--- config.mk ---
export PLATFORM = sky130hd
export DESIGN_NAME = rx_fifo
export DESIGN_NICKNAME = d
export VERILOG_FILES = /design/src/rtl/rx_fifo.sv
export SDC_FILE = /design/constraint.sdc
export NUM_CORES = 1
export LEC_CHECK = 0
export CAP_MARGIN = 20
export CORE_ASPECT_RATIO = 1.2
export CORE_MARGIN = 3
export CORE_UTILIZATION = 59
export DETAILED_ROUTE_END_ITERATION = 8
export GPL_ROUTABILITY_DRIVEN = 0
export PLACE_DENSITY = 0.77
export SYNTH_ARGS = -nofsm -noshare
export SYNTH_HDL_FRONTEND = slang
export SYNTH_SLANG_ARGS = --single-unit
--- constraint.sdc ---
create_clock -name clk -period 3.4 [get_ports clk]
set_input_delay 1.02 -clock clk [delete_from_list [all_inputs] [get_ports clk]]
set_output_delay 1.02 -clock clk [all_outputs]
set_load 0.01 [all_outputs]
--- src/rtl/rx_fifo.sv ---
// UART receive FIFO: edge-detected rx_done writes, rd_en reads with 1-clk registered dout/dout_valid.
// No backpressure to the receiver: writes into a full FIFO are dropped and flagged in sticky overflow.
module rx_fifo #(
    parameter int WIDTH = 8,
    parameter int DEPTH = 16,
    parameter int AW    = 4
) (
    input  logic             clk,
    input  logic             rst,
    input  logic [WIDTH-1:0] rx_data,
    input  logic             rx_done,
    input  logic             rd_en,
    input  logic             ovf_clr,
    output logic [WIDTH-1:0] dout,
    output logic             dout_valid,
    output logic             empty,
    output logic             full,
    output logic [AW:0]      count,
    output logic             overflow
);

    localparam logic [AW:0] FULL_CNT = (AW+1)'(DEPTH);

    logic [WIDTH-1:0] mem [DEPTH];
    logic [AW-1:0]    wr_ptr;
    logic [AW-1:0]    rd_ptr;
    logic             done_q;

    logic wr;
    logic wr_acc;
    logic rd_acc;
    logic drop;

    // Flags come straight from the registered count so they track it in the same cycle.
    assign empty = (count == '0);
    assign full  = (count == FULL_CNT);

    always_comb begin
        wr     = rx_done & ~done_q;
        rd_acc = rd_en & ~empty;
        // A read in the same cycle frees the slot, so a write into a full FIFO still lands.
        wr_acc = wr & (~full | rd_acc);
        drop   = wr & full & ~rd_acc;
    end

    always_ff @(posedge clk) begin
        if (rst) begin
            done_q <= 1'b1;
        end else begin
            done_q <= rx_done;
        end
    end

    always_ff @(posedge clk) begin
        if (!rst && wr_acc) begin
            mem[wr_ptr] <= rx_data;
        end
    end

    always_ff @(posedge clk) begin
        if (rst) begin
            wr_ptr <= '0;
            rd_ptr <= '0;
        end else begin
            if (wr_acc) begin
                wr_ptr <= wr_ptr + AW'(1);
            end
            if (rd_acc) begin
                rd_ptr <= rd_ptr + AW'(1);
            end
        end
    end

    always_ff @(posedge clk) begin
        if (rst) begin
            count <= '0;
        end else begin
            case ({wr_acc, rd_acc})
                2'b10:   count <= count + (AW+1)'(1);
                2'b01:   count <= count - (AW+1)'(1);
                default: count <= count;
            endcase
        end
    end

    always_ff @(posedge clk) begin
        if (rst) begin
            dout       <= '0;
            dout_valid <= 1'b0;
        end else begin
            dout_valid <= rd_acc;
            if (rd_acc) begin
                dout <= mem[rd_ptr];
            end
        end
    end

    // A fresh drop wins over a clear in the same cycle.
    always_ff @(posedge clk) begin
        if (rst) begin
            overflow <= 1'b0;
        end else if (drop) begin
            overflow <= 1'b1;
        end else if (ovf_clr) begin
            overflow <= 1'b0;
        end
    end

endmodule
# Word-level counts from Yosys, hierarchy flattened
# Memories as Yosys holds them, arrays and structs flattened. A register that Yosys moved wholly into a read port is not among the register bits.
# Index checks and enable logic that the tools add are counted.
# totals
ff_bits,16
latch_bits,0
ramBits,128
romBits,0
input_bits,13
out_inout_bits,17
wordCells,34
mem_count,1
# memory_table
name,depth,word_bits,rd,rd_ports_with_merged_regs,write_ports,line,source
mem,16,8,1,1,1,24,logic [WIDTH-1:0] mem [DEPTH];
# op_classes
add_sub_neg,4
mul,0
n_div,0
order_cmp,0
n_eq_ne,3
shifts,0
muxes,5
bitwise,10
n_reduce_logical,5
# ops
cell,count
$pmux 5 s2,1
$add 4x1->4 const B,2
$add 5x1->5 const B,1
$and 1x1->1,5
$eq 5x5->1 const B,1
$logic_not 5->1,1
$sub 5x1->5 const B,1
$mux 1,4
$not 1->1,4
$reduce_bool 2->1,2
$eq 2x1->1 const B,1
$eq 2x2->1 const B,1
$logic_and 1x1->1,1
$logic_not 1->1,1
$or 1x1->1,1

# Logic depth before layout (Yosys ltp)
# depth
word_depth,8
mapped_depth,12
ltp_nobuf,10

# Worst setup path before layout
# No wires, ideal clock.
# synth_timing
kind,input to register
from,input port rd_en
to,register count[4]
setup_ns,0.075
t_arrival_ns,2.873
t_required_ns,3.325
path_slack_ns,0.452
stages,11
path_buffers,2
cell_sequence,clkbuf_2 o21a_1 buf_2 nand2_1 inv_1 ha_1 nor2b_1 o21ai_0 nor4b_1 o21bai_1 a31oi_1
# synth_via
elab_chain_len,5
word_cells_on_any_way,7
classes_between,eq/ne: 2; mux: 1; bitwise: 3; reduce/logical: 1
# synth_lines
element,line,source
from (decl),12,"input logic rd_en,"
$and 1x1->1 (*),40,rd_acc = rd_en & ~empty;
$or 1x1->1,42,wr_acc = wr & (~full | rd_acc);
$and 1x1->1,42,
$eq 2x1->1 or $eq 2x2->1 (tied branches),78,"case ({wr_acc, rd_acc})"
$pmux 5 s2 or $reduce_bool 2->1 (tied branches),n/a,
to (signal assigned),79,2'b10: count <= count + (AW+1)'(1);
to (signal assigned),80,2'b01: count <= count - (AW+1)'(1);
to (signal assigned),81,default: count <= count;
to (decl),18,"output logic [AW:0] count,"
# Every way passes the cells marked *; elsewhere a longest branch is shown, timed or not.
# A chain may end at the register's enable or synchronous reset.

# Worst setup path in the final report
# layout_timing
from,register count[0]
to,output port full
# layout_via
elab_chain_len,1
# layout_lines
element,line,source
$eq 5x5->1,36,assign full = (count == FULL_CNT);
to (decl),17,"output logic full,"
# Every way passes these cells.

==> impl_results.html <==
<table>
<tr><th>Metric</th><th>Value</th></tr>
<tr><th colspan="2">Clocking</th></tr>
<tr><td>Clock slew at reported path FFs</td><td>around 0.060 ns</td></tr>
<tr><td>Sink count of the clock tree</td><td>around 150</td></tr>
<tr><td>Total setup buffers inserted after CTS</td><td>0</td></tr>
<tr><td>CTS tree</td><td>yes</td></tr>
<tr><td>Cts bufs inserted</td><td>17</td></tr>
<tr><td>Later-pin clock latency in the skew report</td><td>about 0.4 ns</td></tr>
<tr><td>Worst-case clock buffer depth</td><td>2</td></tr>
<tr><td>Library cell used as clock root buffer</td><td>clkbuf_16</td></tr>
<tr><td>Total of hold buffers inserted after clock tree synthesis</td><td>0</td></tr>
<tr><td>Maximum level of the CTS H-tree</td><td>4</td></tr>
<tr><td># resized after CTS</td><td>0</td></tr>
<tr><th colspan="2">Final layout</th></tr>
<tr><td>Fill cell total of the finished layout</td><td>606</td></tr>
<tr><td>Ratio of cells with drive above 1 in the final layout</td><td>17.7%</td></tr>
<tr><td>Synthesis-to-layout area growth</td><td>18.5%</td></tr>
<tr><td>Layout Nets</td><td>between 400 and 500</td></tr>
<tr><td>Number of antenna cells inserted</td><td>0</td></tr>
<tr><td>Final cell area excluding filler cells</td><td>0.00727 mm^2</td></tr>
<tr><td>Non-filler cells in the finished layout</td><td>approximately 570</td></tr>
<tr><th colspan="2">Floorplanning</th></tr>
<tr><td>Num ports</td><td>30</td></tr>
<tr><td>Initial core utilization</td><td>61.0%</td></tr>
<tr><td>Die Footprint</td><td>between 0.01 and 0.015 mm^2</td></tr>
<tr><td>Core Area</td><td>0.0101 mm^2</td></tr>
<tr><td>Die Span X</td><td>a little under 100 um</td></tr>
<tr><td>Num rows</td><td>40</td></tr>
<tr><td>Vertical die dimension</td><td>about 120 um</td></tr>
<tr><th colspan="2">Drt</th></tr>
<tr><td>Routed wire per std cell</td><td>roughly 22 um</td></tr>
<tr><td>Post-route antenna net violation count</td><td>0</td></tr>
<tr><td>Iteration-0 DRC Markers</td><td>216</td></tr>
<tr><td>WL final</td><td>around 13 mm</td></tr>
<tr><td>Detailed-route vias per instance</td><td>slightly above 6</td></tr>
<tr><td>Final routed DRC violation total</td><td>0</td></tr>
<tr><td>First drt pass iteration count</td><td>5</td></tr>
<tr><td>Total number of vias</td><td>between 3000 and 4000</td></tr>
<tr><th colspan="2">Timing</th></tr>
<tr><td>Worst slew pin tran</td><td>about 0.77 ns</td></tr>
<tr><td>Final Max Tran Viols</td><td>0</td></tr>
<tr><td>Final critical-path required period</td><td>approximately 3.3 ns</td></tr>
<tr><td>Maximum clock rate</td><td>307 MHz</td></tr>
<tr><td>Hold Vio Cnt, Final</td><td>0</td></tr>
<tr><td>Worst slew margin relative to its limit</td><td>48.5%</td></tr>
<tr><td>Period utilization</td><td>95.8%</td></tr>
<tr><td>Worst-case clock skew</td><td>~0.0068 ns</td></tr>
<tr><td>Final hold slack</td><td>just under 0.5 ns</td></tr>
<tr><td>Final setup violating endpoints</td><td>0</td></tr>
<tr><td>TNS Setup</td><td>0 ns</td></tr>
<tr><td>Unrepaired setup endpoints after global routing</td><td>no</td></tr>
<tr><th colspan="2">Worst hold path</th></tr>
<tr><td>Worst hold path type</td><td>register to register</td></tr>
<tr><th colspan="2">Power</th></tr>
<tr><td>Pwr/cell area</td><td>between 700 and 800 mW/mm^2</td></tr>
<tr><td>Leakage power of the design</td><td>2.38 nW</td></tr>
<tr><td>Reg power frac</td><td>about 40%</td></tr>
<tr><td>Portion of total power attributed to the clock network</td><td>between 30% and 40%</td></tr>
<tr><td>Switch Pwr</td><td>approximately 0.0014 W</td></tr>
<tr><td>IR drop worst, VDD</td><td>approximately 0.51 mV</td></tr>
<tr><td>Pint</td><td>about 0.004 W</td></tr>
<tr><td>Combinational group share of total power</td><td>23.1%</td></tr>
<tr><td>Switching fraction of total power</td><td>approximately a quarter</td></tr>
<tr><th colspan="2">Synth</th></tr>
<tr><td>Count of flip-flops with a built-in enable after synthesis</td><td>approximately 130</td></tr>
<tr><td>Average size of a mapped cell</td><td>roughly 16 um^2</td></tr>
<tr><td>Warnings, synthesis</td><td>0</td></tr>
<tr><td>Cell Area, Synth</td><td>0.00614 mm^2</td></tr>
<tr><td>Sequential fraction of the synthesis area</td><td>a little over two thirds</td></tr>
<tr><td>Post-synth cell types</td><td>47</td></tr>
<tr><td>Primary flip-flop cell chosen by synthesis mapping</td><td>edfxtp_1</td></tr>
<tr><td>Post-Syn Instances</td><td>around 380</td></tr>
<tr><td>Share of flip-flops with an asynchronous set or reset after synthesis</td><td>0%</td></tr>
<tr><td>Seq cells post-synth</td><td>152</td></tr>
<tr><td>Syn_nets</td><td>399</td></tr>
<tr><th colspan="2">Critical path</th></tr>
<tr><td>Largest stage delay, worst path</td><td>around 0.70 ns</td></tr>
<tr><td>Maximum net fanout on the critical path</td><td>5</td></tr>
<tr><td>Startpoint types</td><td>register</td></tr>
<tr><td>Worst EP arrival</td><td>~2.2 ns</td></tr>
<tr><td>Setup CP Type</td><td>register to output port</td></tr>
<tr><td>Worst endpoint required time</td><td>around 2.4 ns</td></tr>
<tr><td>Slowest cell on the critical path</td><td>nor4_1</td></tr>
<tr><td>Type of element capturing the critical path</td><td>output port</td></tr>
<tr><td>Critical Path, Cell by Cell</td><td>nor4_1, and2_1, clkdlybuf4s50_1</td></tr>
<tr><th colspan="2">Placement</th></tr>
<tr><td>Number of placed cells counting well taps</td><td>~540</td></tr>
<tr><td>IO buf count</td><td>29</td></tr>
<tr><td>HPWL after detailed placement</td><td>approximately 8 mm</td></tr>
<tr><td>Post-DP Area</td><td>roughly 0.0067 mm^2</td></tr>
<tr><th colspan="2">Global route</th></tr>
<tr><td>Global router's overall resource usage</td><td>23.1%</td></tr>
<tr><td>Maximum number of pins on one net before global-route repair</td><td>24</td></tr>
<tr><td>Number of global-route vias before repair</td><td>3537</td></tr>
<tr><td>Global-route wire length before repair</td><td>slightly below 20 mm</td></tr>
<tr><td>Initial antenna violation count</td><td>0</td></tr>
<tr><td>Remaining global-route overflow</td><td>0</td></tr>
<tr><th colspan="2">Run status</th></tr>
<tr><td>Result of the run</td><td>finished clean</td></tr>
<tr><th colspan="2">Job</th></tr>
<tr><td>Max-Cap Viols</td><td>0</td></tr>
</table>
## registers in the layout (all words and copies together), names as in the netlist
| register | cells |
|---|---|
| count | 5 |
| done_q | 1 |
| dout | 8 |
| dout_valid | 1 |
| mem | 128 |
| overflow | 1 |
| rd_ptr | 4 |
| wr_ptr | 4 |
## worst max-delay path: cells and delay by family (launching register included)
kind / cells / cell delay [ns]
and+or+nand+nor: 2 / 0.94
buffers and inverters: 1 / 0.54
DFF: 1 / 0.35
## through the flow
step           setup slack [ns]  power (W)  utilization, %
2_1_floorplan             0.452    0.00310               -
5_1_grt                  0.0772    0.00560            72.3
3_5_place_dp              0.107    0.00349            66.1
6_report                  0.143    0.00540            72.3
4_1_cts                   0.145    0.00543            72.3
3_3_place_gp              0.241    0.00345            66.1
## worst paths after layout
path,slack [ns],depth (start not counted),start,to
worst min register to register,0.49,2,dout[6]$_SDFFE_PP0P_,dout[6]$_SDFFE_PP0P_
worst min-delay path,0.49,2,dout[6]$_SDFFE_PP0P_,dout[6]$_SDFFE_PP0P_
worst max-delay path,0.14,3,count[0]$_SDFFE_PP0P_,full
worst max register to register,0.60,10,count[0]$_SDFFE_PP0P_,count[4]$_SDFFE_PP0P_
## per-layer routing
layer	global-route usage (%)	routed length (um)	vias to the layer above
met5	0	0	-
met4	8.97	300	0
met3	4.09	777	21
met2	38.3	6640	132
met1	30.5	4970	1775
li1	-	-	1557
## cells by family after synthesis
family          Yosys count  share of synthesized area (%)
flops                   152                           70.4
simple gates             89                           7.24
mux                      51                           11.8
compound gates           39                           5.03
buf+inv                  28                           2.26
xor+xnor                  9                           1.28
fa+ha+maj                 9                           1.96
## cells in the final DEF, fill, tap and decap left out, drive strengths merged, types with 5 or more instances in the layout
| master | synthesis | routed |
|---|---|---|
| xnor2 | 5 | 5 |
| nand2 | 12 | 12 |
| a22o | 7 | 7 |
| inv | 8 | 10 |
| clkdlybuf4s50 | 0 | 29 |
| mux2i | 35 | 35 |
| ha | 8 | 8 |
| nor3 | 8 | 8 |
| clkbuf | 8 | 20 |
| nor2b | 5 | 5 |
| buf | 12 | 23 |
| nor4 | 8 | 8 |
| dfxtp | 24 | 24 |
| edfxtp | 128 | 128 |
| nor2 | 40 | 40 |
| mux4 | 16 | 16 |
| o22ai | 16 | 16 |
## synthesized netlist by cell type (8+ instances only)
cell type | instances | area (um^2)
nor3_1 | 8 | 40.0
edfxtp_1 | 128 | 3840
mux4_2 | 16 | 360
dfxtp_1 | 24 | 480
ha_1 | 8 | 100
inv_1 | 8 | 30.0
o22ai_1 | 16 | 100
mux2i_1 | 34 | 340
nor4_1 | 8 | 50.1
nand2_1 | 12 | 45.0
nor2_1 | 39 | 146
## cell type report
cell class | count | area [um^2] | area share, %
Clock inverter | 12 | 174 | 2.39
Multi-Input combinational cell | 197 | 1680 | 23.0
Sequential cell | 152 | 4330 | 59.5
Inverter | 8 | 30.0 | 0.413
Clock buffer | 20 | 447 | 6.14
Tap cell | 126 | 158 | 2.17
Timing Repair Buffer | 52 | 463 | 6.37
## power by group through the flow
stage | clock [W] | combinational (W) | sequential, W
final | 0.00195 | 0.00125 | 0.00220
after global routing | 0.00205 | 0.00134 | 0.00222
after CTS | 0.00197 | 0.00126 | 0.00220
after detailed placement | 0 | 0.00125 | 0.00224
after global placement | 0 | 0.00121 | 0.00223
after floorplan | 0 | 0.000848 | 0.00225
(Power assumes the default switching activity.)
